File: config.mk
export PLATFORM = sky130hd
export DESIGN_NAME = pc_seq_ras
export DESIGN_NICKNAME = d
export VERILOG_FILES = /design/src/rtl/pc_pkg.sv /design/src/rtl/ras_stack.sv /design/src/rtl/pc_seq_ras.sv
export SDC_FILE = /design/constraint.sdc
export NUM_CORES = 1
export LEC_CHECK = 0
export BUFFER_PORTS_ARGS = -buffer_cell sky130_fd_sc_hd__buf_2
export CORE_AREA = 2 2 154 156
export DETAILED_ROUTE_END_ITERATION = 8
export DIE_AREA = 0 0 156 158
export PLACE_DENSITY = 0.64
export SKIP_CTS_REPAIR_TIMING = 1
export SYNTH_ARGS = -nofsm -noshare
export SYNTH_HDL_FRONTEND = slang
export SYNTH_SLANG_ARGS = --single-unit
File: constraint.sdc
create_clock -name clk -period 7.2 [get_ports clk]
set_input_delay 0.36 -clock clk [delete_from_list [all_inputs] [get_ports clk]]
set_output_delay 0.36 -clock clk [all_outputs]
set_load 0.02 [all_outputs]
File: src/rtl/pc_pkg.sv
// Shared defaults and the redirect-cause encoding for the program-counter unit.
package pc_pkg;

  localparam int          DEF_XLEN      = 32;
  localparam int          DEF_NPH       = 5;
  localparam int          DEF_PH_F      = 0;
  localparam int          DEF_PH_W      = DEF_NPH - 1;
  localparam int          DEF_INC       = 4;
  localparam logic [31:0] DEF_RESET_VEC = 32'h0000_0000;
  localparam logic [31:0] DEF_TRAP_VEC  = 32'h0000_0100;
  localparam int          DEF_RAS_DEPTH = 4;

  typedef enum logic [2:0] {
    RD_NONE,
    RD_BR,
    RD_CALL,
    RD_RET,
    RD_SWAP,
    RD_TRAP
  } redirect_e;

endpackage

File: src/rtl/ras_stack.sv
// Circular return-address stack.
// A push into a full stack silently drops the oldest entry.
module ras_stack #(
  parameter int XLEN      = 32,
  parameter int RAS_DEPTH = 4
) (
  input  logic            clk,
  input  logic            rst,
  input  logic            push,
  input  logic            pop,
  input  logic            swap,
  input  logic [XLEN-1:0] wdata,
  output logic [XLEN-1:0] top,
  output logic            empty,
  output logic            full
);

  localparam int PW = (RAS_DEPTH > 1) ? $clog2(RAS_DEPTH) : 1;
  localparam int CW = $clog2(RAS_DEPTH + 1);
  localparam logic [CW-1:0] FULL_CNT = CW'(RAS_DEPTH);

  logic [XLEN-1:0] mem_q [RAS_DEPTH];
  logic [XLEN-1:0] mem_d [RAS_DEPTH];
  logic [PW-1:0]   ptr_q, ptr_d;
  logic [CW-1:0]   cnt_q, cnt_d;

  assign empty = (cnt_q == '0);
  assign full  = (cnt_q == FULL_CNT);
  assign top   = empty ? '0 : mem_q[ptr_q];

  // ptr_q always indexes the current top; a swap on an empty stack acts as a push.
  always_comb begin
    mem_d = mem_q;
    ptr_d = ptr_q;
    cnt_d = cnt_q;
    if (push || (swap && empty)) begin
      ptr_d        = ptr_q + PW'(1);
      mem_d[ptr_d] = wdata;
      if (!full) begin
        cnt_d = cnt_q + CW'(1);
      end
    end else if (swap) begin
      mem_d[ptr_q] = wdata;
    end else if (pop && !empty) begin
      ptr_d = ptr_q - PW'(1);
      cnt_d = cnt_q - CW'(1);
    end
  end

  always_ff @(posedge clk) begin
    if (rst) begin
      ptr_q <= '0;
      cnt_q <= '0;
      for (int i = 0; i < RAS_DEPTH; i++) begin
        mem_q[i] <= '0;
      end
    end else begin
      ptr_q <= ptr_d;
      cnt_q <= cnt_d;
      for (int i = 0; i < RAS_DEPTH; i++) begin
        mem_q[i] <= mem_d[i];
      end
    end
  end

endmodule

File: src/rtl/pc_seq_ras.sv
// Phase-gated program counter with trap/return/call/branch redirect,
// exception PC capture and a circular return-address stack.
module pc_seq_ras
  import pc_pkg::*;
#(
  parameter int              XLEN      = DEF_XLEN,
  parameter int              NPH       = DEF_NPH,
  parameter int              PH_F      = DEF_PH_F,
  parameter int              PH_W      = NPH - 1,
  parameter int              INC       = DEF_INC,
  parameter logic [XLEN-1:0] RESET_VEC = XLEN'(DEF_RESET_VEC),
  parameter logic [XLEN-1:0] TRAP_VEC  = XLEN'(DEF_TRAP_VEC),
  parameter int              RAS_DEPTH = DEF_RAS_DEPTH
) (
  input  logic            clk,
  input  logic            rst,
  input  logic [NPH-1:0]  phase,
  input  logic            stall,
  input  logic            ct_taken,
  input  logic [XLEN-1:0] target,
  input  logic            is_call,
  input  logic            is_ret,
  input  logic            trap,
  output logic [XLEN-1:0] pc,
  output logic [XLEN-1:0] epc,
  output logic [XLEN-1:0] ras_top,
  output logic            ras_empty,
  output logic            ras_full
);

  logic [XLEN-1:0] pc_q, pc_d;
  logic [XLEN-1:0] epc_q, epc_d;
  logic            do_fetch, do_wb;
  redirect_e       cause;
  logic            unused_phase;

  function automatic logic [XLEN-1:0] align(input logic [XLEN-1:0] a);
    return {a[XLEN-1:2], 2'b00};
  endfunction

  assign unused_phase = ^phase;

  // Fetch wins when both phase bits are set; stall suppresses every update.
  assign do_fetch = phase[PH_F] && !stall;
  assign do_wb    = phase[PH_W] && !phase[PH_F] && !stall;

  always_comb begin
    cause = RD_NONE;
    if (do_wb) begin
      if (trap)                            cause = RD_TRAP;
      else if (ct_taken && is_ret && is_call) cause = RD_SWAP;
      else if (ct_taken && is_ret)         cause = RD_RET;
      else if (ct_taken && is_call)        cause = RD_CALL;
      else if (ct_taken)                   cause = RD_BR;
    end
  end

  always_comb begin
    pc_d  = pc_q;
    epc_d = epc_q;
    if (rst) begin
      pc_d  = RESET_VEC;
      epc_d = '0;
    end else if (do_fetch) begin
      pc_d = pc_q + XLEN'(INC);
    end else begin
      unique case (cause)
        RD_TRAP: begin
          epc_d = pc_q;
          pc_d  = TRAP_VEC;
        end
        RD_SWAP, RD_RET: pc_d = align(ras_empty ? target : ras_top);
        RD_CALL, RD_BR:  pc_d = align(target);
        default:         pc_d = pc_q;
      endcase
    end
  end

  always_ff @(posedge clk) begin
    pc_q  <= pc_d;
    epc_q <= epc_d;
  end

  // The link pushed on a call is the PC already advanced during fetch.
  ras_stack #(
    .XLEN      (XLEN),
    .RAS_DEPTH (RAS_DEPTH)
  ) u_ras (
    .clk   (clk),
    .rst   (rst),
    .push  (cause == RD_CALL),
    .pop   (cause == RD_RET),
    .swap  (cause == RD_SWAP),
    .wdata (pc_q),
    .top   (ras_top),
    .empty (ras_empty),
    .full  (ras_full)
  );

  assign pc  = pc_q;
  assign epc = epc_q;

endmodule

==> impl_results.rst <==
.. list-table::
   :header-rows: 1

   * - Metric
     - Value
   * - Result of the run
     - finished clean
   * - N_diodes
     - 0
   * - Sinks on the clock net
     - 188
   * - Total power density per cell area
     - 205 nW/µm²
   * - Worst EP required
     - 7.50 ns
   * - H-tree levels
     - 4
   * - Commonest cells after routing, fill and taps aside
     - dfxtp_1 (187), nor2_1 (144), buf_2 (131)
   * - Number of iterations in the first detailed-routing pass
     - 5
   * - Worst min-delay path class
     - input port to flop
   * - Largest fanout on the critical path
     - 18
   * - Netlist cell types
     - 69
   * - Total I/O pin count
     - 142
   * - Setup crit end kind
     - flop
   * - DR WL/cell
     - 19.1 µm
   * - Via density
     - 5.46
   * - CP delay by family, top
     - compound AO/OA/AOI/OAI gates
   * - Top_reg_cell synth
     - dfxtp_1
   * - Area growth from synthesis to layout
     - 14.0%
   * - Pins Over Slew Limit
     - 0
   * - Die Outline Area
     - 24,600 µm²
   * - Die X-Extent
     - 156 µm
   * - Finished Cell Area
     - 10,300 µm²
   * - Antenna Violating Nets Remaining
     - 0
   * - Synthesized netlist cell count
     - 969
   * - Port Buffer Count
     - 132
   * - Critical path class
     - flop to flop
   * - Maximum clock frequency
     - 0.325 GHz
   * - Synth Register Bits
     - 188
   * - Iter 0 DRT Violations
     - 585
   * - Crit path buf inv count
     - 1
   * - Worst-case clock buffer depth
     - 2
   * - Final wirelength
     - 25,600 µm
   * - Most common cell after layout, fill and taps aside
     - dfxtp_1
   * - Final setup violation count
     - 0
   * - Fin. Hold Viols
     - 0
   * - Warnings, synthesis
     - 0
   * - Aggregate global-route resource usage
     - 0.211
   * - Final core utilization
     - 0.448
   * - DP HPWL
     - 16,600 µm
   * - Cell Area, Synth
     - 9060 µm²
   * - Net count reported at finish
     - 1,092
   * - Clk Latency, worst-skew pair
     - 0.43 ns
   * - DP Cell Count
     - 1,311
   * - Stages on worst setup path
     - 6
   * - Standby leakage power
     - 3.66 nW
   * - Number of placement rows
     - 56
   * - Biggest area consumer among synthesized cells
     - dfxtp_1
   * - Clock input transition at the sequential cells of the worst setup and hold paths
     - 0.07 ns
   * - Peak ir drop on the vdd network
     - 0.130 mV
   * - Sequential cell area fraction in the yosys report
     - 0.416
   * - Total vias in the final route
     - 7,334
   * - Initial antenna violation count
     - 0
   * - Synth top area share
     - 0.416
   * - Cell depth of the worst flop-to-flop path
     - 6
   * - Total DRC errors in the routed layout
     - 0
   * - Starting density of the core
     - 0.393
   * - Maximum capacitance violations
     - 0
   * - Final global-route overflow total
     - 0
   * - Number of global-route vias before repair
     - 7,018
   * - Root buf cell
     - clkbuf_16
   * - Post-route clock skew
     - 0.00717 ns
   * - Cell type of the slowest stage on the worst timing path
     - a21oi_4
   * - Max incr delay on CP
     - 0.82 ns
   * - Placed Area
     - 9740 µm²
   * - Largest net degree at the start of global routing
     - 73
   * - Slew headroom
     - 0.315
   * - Die height
     - 158 µm
   * - Final Cycle Share
     - 0.427
   * - Arrival time of data at the critical path endpoint
     - 3.37 ns
   * - Slew at the pin closest to its max-slew limit
     - 1.03 ns
   * - Fraction of layout cells with a size suffix above 1
     - 0.220
   * - Summed negative setup slack over all endpoints
     - 0 ns
   * - Crit start category
     - flop
   * - CTS Buf Count
     - 17
   * - CORE AREA
     - 23,100 µm²
   * - Number of enable-type register cells in the synthesized netlist
     - 0
   * - Global placer's final weighted congestion
     - 0.814
   * - Async set-or-reset flop fraction in the synthesized netlist
     - 0
   * - Leading cell types by total area after synthesis
     - dfxtp_1 (42%), mux2i_1 (14%), mux4_2 (7.5%)
   * - RSZ-0062 raised after global routing
     - no
   * - Per-instance average area after synthesis
     - 9.35 µm²
   * - Global-route wire length before repair
     - 39,900 µm
   * - Critical-path cell list
     - o31ai_4 > nand2_1 > a21oi_4 > buf_4 > mux2i_1 > nor2_1
   * - Number of stages on the worst hold path
     - 3
   * - Number of cells in the finished layout apart from fillers
     - 1,343
   * - Post-route minimum period
     - 3.07 ns
   * - CTS tree
     - done
## worst min-delay path, delay by kind of cell
family | cells | cell delay [ns]
buf+inv | 1 | 0.10
compound gates | 1 | 0.07
simple gates | 1 | 0.05
## layer usage
metal  up-vias  part of all wire  GRT usage
met3        23             0.061     0.0413
li1       3521                 -          -
met1      3535              0.46      0.289
met2       255              0.46      0.341
met4         0             0.015     0.0599
met5         -                 0          0
## final timing paths
check | from | end | slack, ns
worst max-delay path | u_ras.cnt_q[0] | u_ras.mem_q[74] | 4.13
worst min-delay path | target[8] | pc[8] | 0.20
worst max register to register | u_ras.cnt_q[0] | u_ras.mem_q[74] | 4.13
worst min register to register | epc[9] | epc[9] | 0.45
## power by group
group,switching (mW),internal [mW]
logic,0.0769,0.0347
clock network,0.416,0.523
registers,0.0217,1.05
## flip-flops by register name (all words and copies together) (netlist names)
signal and flops:
pc 30, u_ras.ptr_q 2, u_ras.cnt_q 3, u_ras.mem_q 123, epc 30
## through the flow
stage               setup slack, ns  total power [mW]  hold WS (ns)
finish                         4.13              2.12         0.196
global route                   3.91              2.19         0.206
CTS                            4.12              2.14         0.179
detailed placement             4.13              1.20         0.444
global placement               4.21              1.20         0.440
floorplan                      4.90              1.16         0.455
## synth_stat cells (all sizes together) (6+ instances only)
cell    instances
dfxtp         188
nor2          144
mux2i         123
nand2         103
a21oi          54
clkbuf         50
buf            48
nor2b          34
mux4           30
nand3          21
nor3           19
o21ai          16
a31oi          14
inv            10
a221oi          9
ha              7
nand4           7
nor3b           7
a222oi          6
and3            6
xnor2           6
## final cells by class
cell class | instances | area, µm²
Timing Repair Buffer | 147 | 776
Clock buffer | 19 | 443
Multi-Input combinational cell | 676 | 4800
Clock inverter | 13 | 141
Fill cell | 2258 | 12700
Tap cell | 290 | 363
Sequential cell | 188 | 3760
Inverter | 10 | 37.5
## cells by family (layout without fill, tap and decap cells)
family                     Yosys count  count (layout)  share of synthesized area
adders and majority gates            8               8                     0.0119
muxes                              153             153                      0.211
and+or+nand+nor                    364             364                      0.188
buffers and inverters              108             189                     0.0605
AOI/OAI and AO/OA                  137             137                      0.103
other                                1               4                   0.000414
DFF                                188             188                      0.416
xor gates and xnor gates            10              10                    0.00967
Note: power is estimated with default switching activity, not from simulation.
